--- config.mk ---
export PLATFORM = sky130hd
export DESIGN_NAME = updown_counter_mod
export DESIGN_NICKNAME = d
export VERILOG_FILES = /design/src/rtl/updown_counter_mod.sv
export SDC_FILE = /design/constraint.sdc
export NUM_CORES = 1
export LEC_CHECK = 0
export CORE_ASPECT_RATIO = 1.5
export CORE_MARGIN = 4
export CORE_UTILIZATION = 55
export DETAILED_ROUTE_END_ITERATION = 8
export PLACE_DENSITY = 0.8
export SYNTH_ARGS = -nofsm -noshare
export SYNTH_HDL_FRONTEND = slang
export SYNTH_SLANG_ARGS = --single-unit
--- constraint.sdc ---
create_clock -name clk -period 3.7 [get_ports clk]
set_clock_uncertainty 0.15 [all_clocks]
set_input_delay 0.925 -clock clk [delete_from_list [all_inputs] [get_ports clk]]
set_output_delay 0.925 -clock clk [all_outputs]
set_load 0.02 [all_outputs]
--- src/rtl/updown_counter_mod.sv ---
// Loadable up/down counter with a run-time modulus (limit+1), a fixed step,
// wrap or saturate at the bounds, a terminal-count pulse and a sticky overflow flag.
module updown_counter_mod #(
    parameter int WIDTH   = 8,
    parameter int STEP    = 1,
    parameter int RST_VAL = 0
) (
    input  logic             clk,
    input  logic             rst_n,
    input  logic             enable,
    input  logic             upordown,
    input  logic             load,
    input  logic [WIDTH-1:0] num2load,
    input  logic             clear,
    input  logic [WIDTH-1:0] limit,
    input  logic             sat_mode,
    input  logic             ovf_clr,
    output logic [WIDTH-1:0] count,
    output logic             tc,
    output logic             ovf,
    output logic             at_max,
    output logic             at_min
);

    localparam logic [WIDTH:0]   STEP_X = (WIDTH + 1)'(STEP);
    localparam logic [WIDTH-1:0] RST_V  = WIDTH'(RST_VAL);
    localparam logic [WIDTH:0]   ONE_X  = (WIDTH + 1)'(1);

    // One extra bit so that count+STEP and limit+1 never alias modulo 2^WIDTH.
    logic [WIDTH:0] count_x;
    logic [WIDTH:0] limit_x;
    logic [WIDTH:0] mod_x;
    logic [WIDTH:0] sum_x;
    logic [WIDTH:0] up_wrap_x;
    logic [WIDTH:0] dn_wrap_x;
    logic           above;
    logic           step_fits;

    assign count_x   = {1'b0, count};
    assign limit_x   = {1'b0, limit};
    assign mod_x     = limit_x + ONE_X;
    assign sum_x     = count_x + STEP_X;
    assign up_wrap_x = sum_x - mod_x;
    assign dn_wrap_x = count_x + mod_x - STEP_X;
    assign above     = (count_x > limit_x);
    assign step_fits = (STEP_X <= mod_x);

    // Wrapped results are always below limit+1, so their top bit is always zero.
    logic unused_bits;
    assign unused_bits = &{1'b0, up_wrap_x[WIDTH], dn_wrap_x[WIDTH]};

    logic [WIDTH-1:0] up_next;
    logic             up_evt;
    logic [WIDTH-1:0] dn_next;
    logic             dn_evt;

    always_comb begin
        up_next = limit;
        up_evt  = 1'b1;
        if (above) begin
            up_next = sat_mode ? limit : '0;
            up_evt  = 1'b1;
        end else if (sum_x <= limit_x) begin
            up_next = sum_x[WIDTH-1:0];
            up_evt  = 1'b0;
        end else if (!sat_mode && step_fits) begin
            up_next = up_wrap_x[WIDTH-1:0];
            up_evt  = 1'b1;
        end
    end

    // A stale count above a freshly lowered limit is pulled back silently on a down step.
    always_comb begin
        dn_next = '0;
        dn_evt  = 1'b1;
        if (above) begin
            dn_next = limit;
            dn_evt  = 1'b0;
        end else if (count_x >= STEP_X) begin
            dn_next = count - STEP_X[WIDTH-1:0];
            dn_evt  = 1'b0;
        end else if (!sat_mode && step_fits) begin
            dn_next = dn_wrap_x[WIDTH-1:0];
            dn_evt  = 1'b1;
        end
    end

    logic [WIDTH-1:0] load_val;
    logic [WIDTH-1:0] next_count;
    logic             next_evt;

    assign load_val = (num2load > limit) ? limit : num2load;

    always_comb begin
        next_count = count;
        next_evt   = 1'b0;
        if (clear) begin
            next_count = RST_V;
        end else if (load) begin
            next_count = load_val;
        end else if (enable) begin
            next_count = upordown ? up_next : dn_next;
            next_evt   = upordown ? up_evt  : dn_evt;
        end
    end

    always_ff @(posedge clk or negedge rst_n) begin
        if (!rst_n) begin
            count <= RST_V;
            tc    <= 1'b0;
            ovf   <= 1'b0;
        end else begin
            count <= next_count;
            tc    <= next_evt;
            if (next_evt) begin
                ovf <= 1'b1;
            end else if (ovf_clr) begin
                ovf <= 1'b0;
            end
        end
    end

    assign at_max = (count == limit);
    assign at_min = (count == '0);

endmodule

### Word-level counts from Yosys, hierarchy flattened

Index checks and enable logic that the tools add are counted.

| word-level totals | value |
|---|---|
| flip-flop bits (word level) | 10 |
| input port bits | 24 |
| output and inout bits | 12 |
| logic and storage cells | 42 |

| cells by class | value |
|---|---|
| add/sub/neg operators | 6 |
| $lt $le $gt $ge | 5 |
| equal/unequal tests | 1 |
| multiplexer cells | 22 |
| reductions and logical operators | 5 |

Operators by type and width:

| operator | number |
|---|---|
| $mux 8 | 12 |
| $add 8x1->9 const B | 2 |
| $gt 8x8->1 | 2 |
| $sub 8x1->8 const B | 2 |
| $mux 1 | 10 |
| $le 1x9->1 const A | 1 |
| $le 9x8->1 | 1 |
| $add 8x8->8 | 1 |
| $eq 8x8->1 | 1 |
| $ge 8x1->1 const B | 1 |
| $logic_not 8->1 | 1 |
| $sub 8x8->8 | 1 |
| $reduce_bool 3->1 | 1 |
| $reduce_bool 2->1 | 1 |
| $logic_and 1x1->1 | 1 |
| $logic_not 1->1 | 1 |

### Logic depth before layout (Yosys ltp)

Gate-level depths: netlist of run 1.

| logic depth | value |
|---|---|
| word-level depth | 10 |
| depth in mapped cells | 15 |

### Worst setup path before layout of run 1

No wires, ideal clock.

| timing path | value |
|---|---|
| path type | input -> register |
| start point | input port limit[7] |
| end point | register count[6] |
| library setup time | 0.120 ns |
| arrival time | 3.278 ns |
| setup slack | 0.152 ns |
| stages | 13 |
| path buffers | 2 |
| path through | clkbuf_1 -> inv_1 -> ha_1 -> and4_1 -> nand4_1 -> inv_2 -> a21oi_1 -> a31o_2 -> and2_1 -> clkbuf_1 -> a311oi_1 -> a211oi_1 -> a41o_1 |

| on the way | value |
|---|---|
| longest elaborated chain between the ends | 10 |
| elaborated cells between the ends (all ways) | 17 |
| those cells by class | add/sub: 1; order compare: 4; mux: 11; reduce/logical: 1 |

Ends and longest elaborated chain:

| what | line | RTL |
|---|---|---|
| from (decl) | 15 | `input logic [WIDTH-1:0] limit,` |
| $add 8x1->9 | 41 | `assign mod_x = limit_x + ONE_X;` |
| $le 1x9->1 | 46 | `assign step_fits = (STEP_X <= mod_x);` |
| $logic_and 1x1->1 | 66, 82 |  |
| $mux 8, on equally long branches | 82, 66 |  |
| $mux 8, on equally long branches | 79, 63 |  |
| $mux 8, on equally long branches | 76, 60 |  |
| $mux 8 | 102 | `next_count = upordown ? up_next : dn_next;` |
| $mux 8 | 101 | `end else if (enable) begin` |
| $mux 8 (*) | 99 | `end else if (load) begin` |
| $mux 8 (*) | 97 | `if (clear) begin` |
| to (signal assigned) | 113 | `count <= next_count;` |
| to (decl) | 18 | `output logic [WIDTH-1:0] count,` |

Mark *: on every way between the ends. The rest lies on a longest branch, timed or not. The select of a mux whose other input is x is not followed.
A chain may end at the register's enable or synchronous reset.

### Worst setup path after layout of run 1

| timing path | value |
|---|---|
| start point | input port limit[0] |
| end point | register count[4] |

| on the way | value |
|---|---|
| longest elaborated chain between the ends | 10 |
| elaborated cells between the ends (all ways) | 20 |
| those cells by class | add/sub: 4; order compare: 4; mux: 11; reduce/logical: 1 |

Ends and longest elaborated chain:

| what | line |
|---|---|
| $add 8x1->9 | 41 |
| $add 8x8->8 / $le 1x9->1 (equally long branches) | 44, 46 |
| $sub 8x1->8 / $logic_and 1x1->1 (equally long branches) | 44, 66, 82 |
| $mux 8, on equally long branches | 82, 66 |
| $mux 8, on equally long branches | 79, 63 |
| $mux 8, on equally long branches | 76, 60 |
| $mux 8 | 102 |
| $mux 8 | 101 |
| $mux 8 (*) | 99 |
| $mux 8 (*) | 97 |

Marks and branches as above.

==> impl_results.md, run 1 <==
- Grt ovf: 0
- Synth top cells by count: 48 x ha_1, 35 x inv_1, 30 x a21oi_1
- Worst EP required: 3.65 ns
- Critical path type: in2reg
- Synth cell types: 61
- Critical path launch point type: input port
- Syn Nets: 434
- First-pass GRT wire length: 15,900 µm
- Multi-input gate area: 2340 µm²
- Routability cong.: 1.05
- Detail Route Antenna Nets: 0
- Post-CTS Setup Inserts: 0
- Clock buffer depth: 2
- Post-Synthesis Cell Area: 2720 µm²
- CTS Buf Count: 3
- GRT Total Usage: 33.6%
- Maximum vdd drop: 0.364 mV
- Clock transition at path regs: 0.05 ns
- Antenna violations before repair: 0
- Clock sink total: 10
- Overall power: 1.40 mW
- Setup TNS: 0 ns
- Sequential fraction of the synthesis area: 9.20%
- Avg WL per Cell: 19.3 µm
- Final period util: 97.3%
- Fin util: 78.0%
- Initial core utilization: 56.5%
- Die ar.: 6160 µm²
- Max Freq: 0.278 GHz
- Pin count of the biggest net entering global routing: 13
- Rel. slew slack: 61.4%
- Ys Warns: 0
- Syn-to-layout area delta: 37.9%
- DRC violations left: 0
- Later-pin clock latency in the skew report: 0.24 ns
- Syn Area/Cell: 7.55 µm²
- First-pass DRT Iterations: 5
- Count leader, synth: ha_1
- Hold-fix buffers, CTS: 0
- Die H: 94.1 µm
- Detail Placement HPWL: 8200 µm
- Htree depth: 1
- CTS tree: built
- Async SR Flop Fraction: 100%
- Worst-path fanout max: 5
- Vias in the first global route: 3,333
- WHS: 0.376 ns
- Diodes inserted: 0
- Row cnt: 31
- PwrDens: 374 nW/µm²
- DR vias: 3,200
- WL final: 9990 µm
- Filler cells: 391
- Share of the synthesized area in the top cell type: 22.1%
- Crit path capture type: register
- Status: finished, final reports clean
- Core Box Area: 4810 µm²
- Slew @ Worst Pin: 0.574 ns
- Hold Crit Class: reg2reg
- Leak Pwr: 1.83 nW
- Most used DFF post-synth: dfrtp_1
- Tmin final: 3.60 ns
- Max Cap Violations: 0
- Dominant cell type by area after synthesis: ha_1
- Root Buffer: clkbuf_8
- Final Hold Fails: 0
- Via/cell ratio: 6.18
- Layout cells sized above 1: 23.0%
- PortBufs: 35
- Die X: 65.4 µm
- FF+latch area: 250 µm²
- Number of enable flip-flop cells after synthesis: 0
- Max-slew violation count: 0
- Area contributors post-synth: ha_1 22%, dfrtp_1 9.2%, xnor2_1 8.7%
- Nets: 527
- # setup viols final: 0
- #FFs+latches synth: 10
- I/O pins: 36
- Arrival time worst endpoint: 3.55 ns
- Syn Inst Count: 360
- Starting DRC count in detailed routing: 147
## through the flow
| stage | cells | setup slack (ns) | cell area [µm²] |
|---|---|---|---|
| finish | 518 | 0.0999 | 3750 |
| global route | 518 | -0.0319 | 3750 |
| CTS | 518 | 0.00999 | 3700 |
| detailed placement | 514 | -0.457 | 3600 |
| global placement | 514 | -0.402 | 3600 |
| floorplan | 360 | 0.152 | 2720 |
## metal layers
layer  wire, µm  vias up  global-route usage [%]
met5          0        -                       0
met4        649        0                    19.7
met1       3580     1498                    38.3
met3        710       50                    3.83
li1           -     1505                       -
met2       5050      147                    58.9
## report_power, final
group	internal, mW	leakage, nW	total [mW]	switching [mW]
sequential	0.125	0.130	0.155	0.0302
combinational	0.526	1.67	1.11	0.582
clock	0.0938	0.0288	0.140	0.0459
## cells in the final DEF, fill, tap and decap left out, drive strengths merged, types with 5 or more instances in the layout
cell type      count
a211oi             6
nand4              6
mux2i              8
nor2b              5
nand3             13
a21o              11
nor2              28
ha                48
a21oi             30
and3               5
inv               38
nor3              10
clkdlybuf4s50     28
dfrtp             10
buf               70
nand2             22
o21ai              8
xnor2             27
a22oi              5
## timing repair
action                                  in CTS  in global routing
resized for setup                           17                 13
endpoints found under the setup margin       7                  6
pin swaps                                    3                  5
## worst max-delay path, cell delays in order
cell and delay [ns]:
dlygate4sd2_1 0.27, ha_4 0.19, xnor2_1 0.16, ha_1 0.36, inv_1 0.06, ha_1 0.33
a21o_1 0.20, a21oi_1 0.19, xnor2_1 0.09, a21oi_1 0.16, o31ai_1 0.10, buf_4 0.14
a221oi_1 0.25, a21oi_1 0.13
## final timing paths
check                           depth (start not counted)                    to  slack (ns)                  from
min in group asynchronous                               1  count[2]$_DFFE_PN0P_        0.88                 rst_n
worst min-delay path                                    1       ovf$_DFFE_PN0P_        0.38       ovf$_DFFE_PN0P_
worst max-delay path                                   14  count[4]$_DFFE_PN0P_         0.1              limit[0]
worst max register to register                         12  count[2]$_DFFE_PN0P_        0.22  count[2]$_DFFE_PN0P_
worst min register to register                          1       ovf$_DFFE_PN0P_        0.38       ovf$_DFFE_PN0P_
max in group asynchronous                               1  count[1]$_DFFE_PN0P_        2.17                 rst_n
## cell type report
| type | instances | share of cell area [%] |
|---|---|---|
| sequential | 10 | 6.67 |
| timing repair buffer | 105 | 23.6 |
| tap | 66 | 2.20 |
| inverter | 38 | 3.80 |
| multi-input combinational | 295 | 62.3 |
| clock buffer | 4 | 1.47 |
## flip-flops by register name (all words and copies together), names as in the netlist
name	flops
count	8
ovf	1
tc	1
## logic make-up after synthesis
logic type	synth area share, %
buf+inv	8.42
flops	9.20
xor+xnor	9.34
compound gates	26.1
mux	3.36
simple gates	20.0
fa+ha+maj	23.6
Note: power is estimated with default switching activity, not from simulation.
==> run 2: changes to the inputs <==
--- a/config.mk
+++ b/config.mk
@@ -9,7 +9,8 @@
 export CORE_MARGIN = 4
 export CORE_UTILIZATION = 55
 export DETAILED_ROUTE_END_ITERATION = 8
-export PLACE_DENSITY = 0.8
+export DONT_BUFFER_PORTS = 1
+export PLACE_DENSITY = 0.7
 export SYNTH_ARGS = -nofsm -noshare
 export SYNTH_HDL_FRONTEND = slang
 export SYNTH_SLANG_ARGS = --single-unit
==> impl_results.md, run 2 (same netlist as run 1, synthesis figures left out) <==
- WL final: 9050 µm (-9.4%)
- Filler cells: 466 (+19%)
- R2R cell count: 13 (+1)
- Diodes inserted: 0 (unchanged)
- Initial core utilization: 56.5% (unchanged)
- Detail Placement HPWL: 7410 µm (-9.6%)
- Via/cell ratio: 6.35 (+2.8%)
- Pin count of the biggest net entering global routing: 19 (+6)
- Largest register by flop count: count
- # setup viols final: 0 (unchanged)
- Critical path type: in2reg
- Slew @ Worst Pin: 0.692 ns (+0.118 ns)
- Layout cells sized above 1: 10.9% (-12 points)
- Antenna violations before repair: 0 (unchanged)
- Reg-to-reg endpoint: count[6]$_DFFE_PN0P_
- Hold Crit Class: in2async
- PortBufs: 0 (-100%)
- Tmin final: 3.49 ns (-0.115 ns)
- Later-pin clock latency in the skew report: 0.22 ns (-0.02 ns)
- Largest delay contributor family on the critical path: adder cells
- Flop-to-flop setup slack: 0.24 ns (+0.02 ns)
- Detail Route Antenna Nets: 0 (unchanged)
- Met2 WL: 4660 µm (-7.8%)
- Max-slew violation count: 0 (unchanged)
- Most frequent cells in the layout: 48 x ha_1, 35 x inv_1, 30 x a21oi_1
- Clock transition at path regs: 0.04 ns (about the same)
- Core Box Area: 4810 µm² (unchanged)
- Post-CTS Setup Inserts: 0 (unchanged)
- Clock buffer depth: 2 (unchanged)
- Fin util: 61.0% (-17 points)
- Regs by FF count: count x8, ovf x1, tc x1
- CP max stage delay: 0.37 ns (about the same)
- Placed Instances: 429 (-17%)
- Placed cell areas: 2870 µm² (-20%)
- Most common cell after layout, fill and taps aside: ha_1
- First-pass GRT wire length: 14,200 µm (-11%)
- CP Buf/Inv Count: 1 (-2)
- Die X: 65.4 µm (unchanged)
- Worst EP required: 3.65 ns (about the same)
- CTS tree: built
- CP dominant cell by count: ha_1
- Root Buffer: clkbuf_8
- Critical path cell sequence: ha_1 -> nand3_1 -> xnor2_2 -> ha_1 -> inv_1 -> ha_1 -> o21ai_0 -> o21bai_1 -> a21oi_1 -> xnor2_1 -> nand2_1 -> a21boi_1 -> or3_1 -> a41o_1
- Avg WL per Cell: 21.0 µm (+8.7%)
- Syn-to-layout area delta: 7.96%
- Crit path capture type: register
- FF+latch area: 250 µm² (unchanged)
- Starting DRC count in detailed routing: 158 (+7.5%)
- Cell area after layout: 2940 µm² (-22%)
- Routability cong.: 1.02 (-3.6%)
- Worst-path fanout max: 10 (+5)
- Final period util: 94.2% (-3.1 points)
- Final Hold Fails: 0 (unchanged)
- GRT Total Usage: 30.1% (-3.5 points)
- Largest register FFs: 8 (unchanged)
- Critical path launch point type: input port
- I/O pins: 36 (unchanged)
- Leak Pwr: 1.43 nW (-22%)
- WL met3: 568 µm (-20%)
- Multi-input gate area: 2270 µm² (-2.9%)
- Arrival time worst endpoint: 3.43 ns (-0.12 ns)
- Clock sink total: 10 (unchanged)
- Rel. slew slack: 53.4% (-8.0 points)
- Htree depth: 1 (unchanged)
- Status: finished, final reports clean
- CTS Buf Count: 3 (unchanged)
- Grt ovf: 0 (unchanged)
- First-pass DRT Iterations: 5 (unchanged)
- Nets: 442 (-16%)
- Maximum vdd drop: 0.394 mV (+8.1%)
- DRC violations left: 0 (unchanged)
- Max Freq: 0.287 GHz (+3.3%)
- Row cnt: 31 (unchanged)
- Vias in the first global route: 2,664 (-20%)
- Final Non-Filler Cells: 432 (-17%)
- R2r startpoint: count[0]$_DFFE_PN0P_
- M1 WL: 3400 µm (-5.0%)
- Slowest CP cell: or3_1
- Die ar.: 6160 µm² (unchanged)
- Uppermost layer routed: met4
- PwrDens: 386 nW/µm² (+3.1%)
- DR vias: 2,744 (-14%)
- Max Cap Violations: 0 (unchanged)
- Die H: 94.1 µm (unchanged)
- RSZ-0062 raised after global routing: no
run 2: through the flow:
step	setup TNS (ns)	total power, mW	worst slack, ns	hold slack (ns)
final	0	1.13	0.214	0.244
after global routing	0	1.23	0.0264	0.229
after CTS	0	1.12	0.166	0.240
after detailed placement	-0.0373	1.01	-0.0373	0.480
after global placement	-0.0786	0.998	-0.0786	0.480
after floorplan	0	0.792	0.152	0.448
run 2: worst max-delay path by stage:
| stage | depth (start not counted) | slack, ns | end | start |
|---|---|---|---|---|
| floorplan | 13 | 0.15 | count[6]$_DFFE_PN0P_ | limit[7] |
| finish | 14 | 0.21 | count[6]$_DFFE_PN0P_ | limit[0] |
| global route | 14 | 0.03 | count[6]$_DFFE_PN0P_ | limit[0] |
| global placement | 13 | -0.08 | count[6]$_DFFE_PN0P_ | limit[0] |
| detailed placement | 13 | -0.04 | count[6]$_DFFE_PN0P_ | limit[0] |
| CTS | 13 | 0.17 | count[6]$_DFFE_PN0P_ | count[0]$_DFFE_PN0P_ |
run 2: cell type report:
cell class / count / area share (%)
repair buffers: 20 / 5.12
clock buffers: 3 / 1.41
multi-input cells: 295 / 77.3
inverters: 38 / 4.86
flip-flops and latches: 10 / 8.53
well taps: 66 / 2.81
run 2: per-layer routing:
metal	vias to the layer above	track usage, %
met5	-	0
met4	0	12.6
met3	26	3.71
met2	100	55.5
met1	1295	34.1
li1	1323	-
run 2: power breakdown:
group          leakage (nW)  internal, mW  switching (mW)
combinational          1.28         0.373           0.509
clock                0.0216        0.0706          0.0350
sequential            0.130         0.125          0.0188
run 2: what timing repair did:
action | CTS | global route
hold buffers | 0 | 0
resized for setup | 0 | 4
endpoints found under the hold margin | 0 | 0
endpoints found under the setup margin | 0 | 1
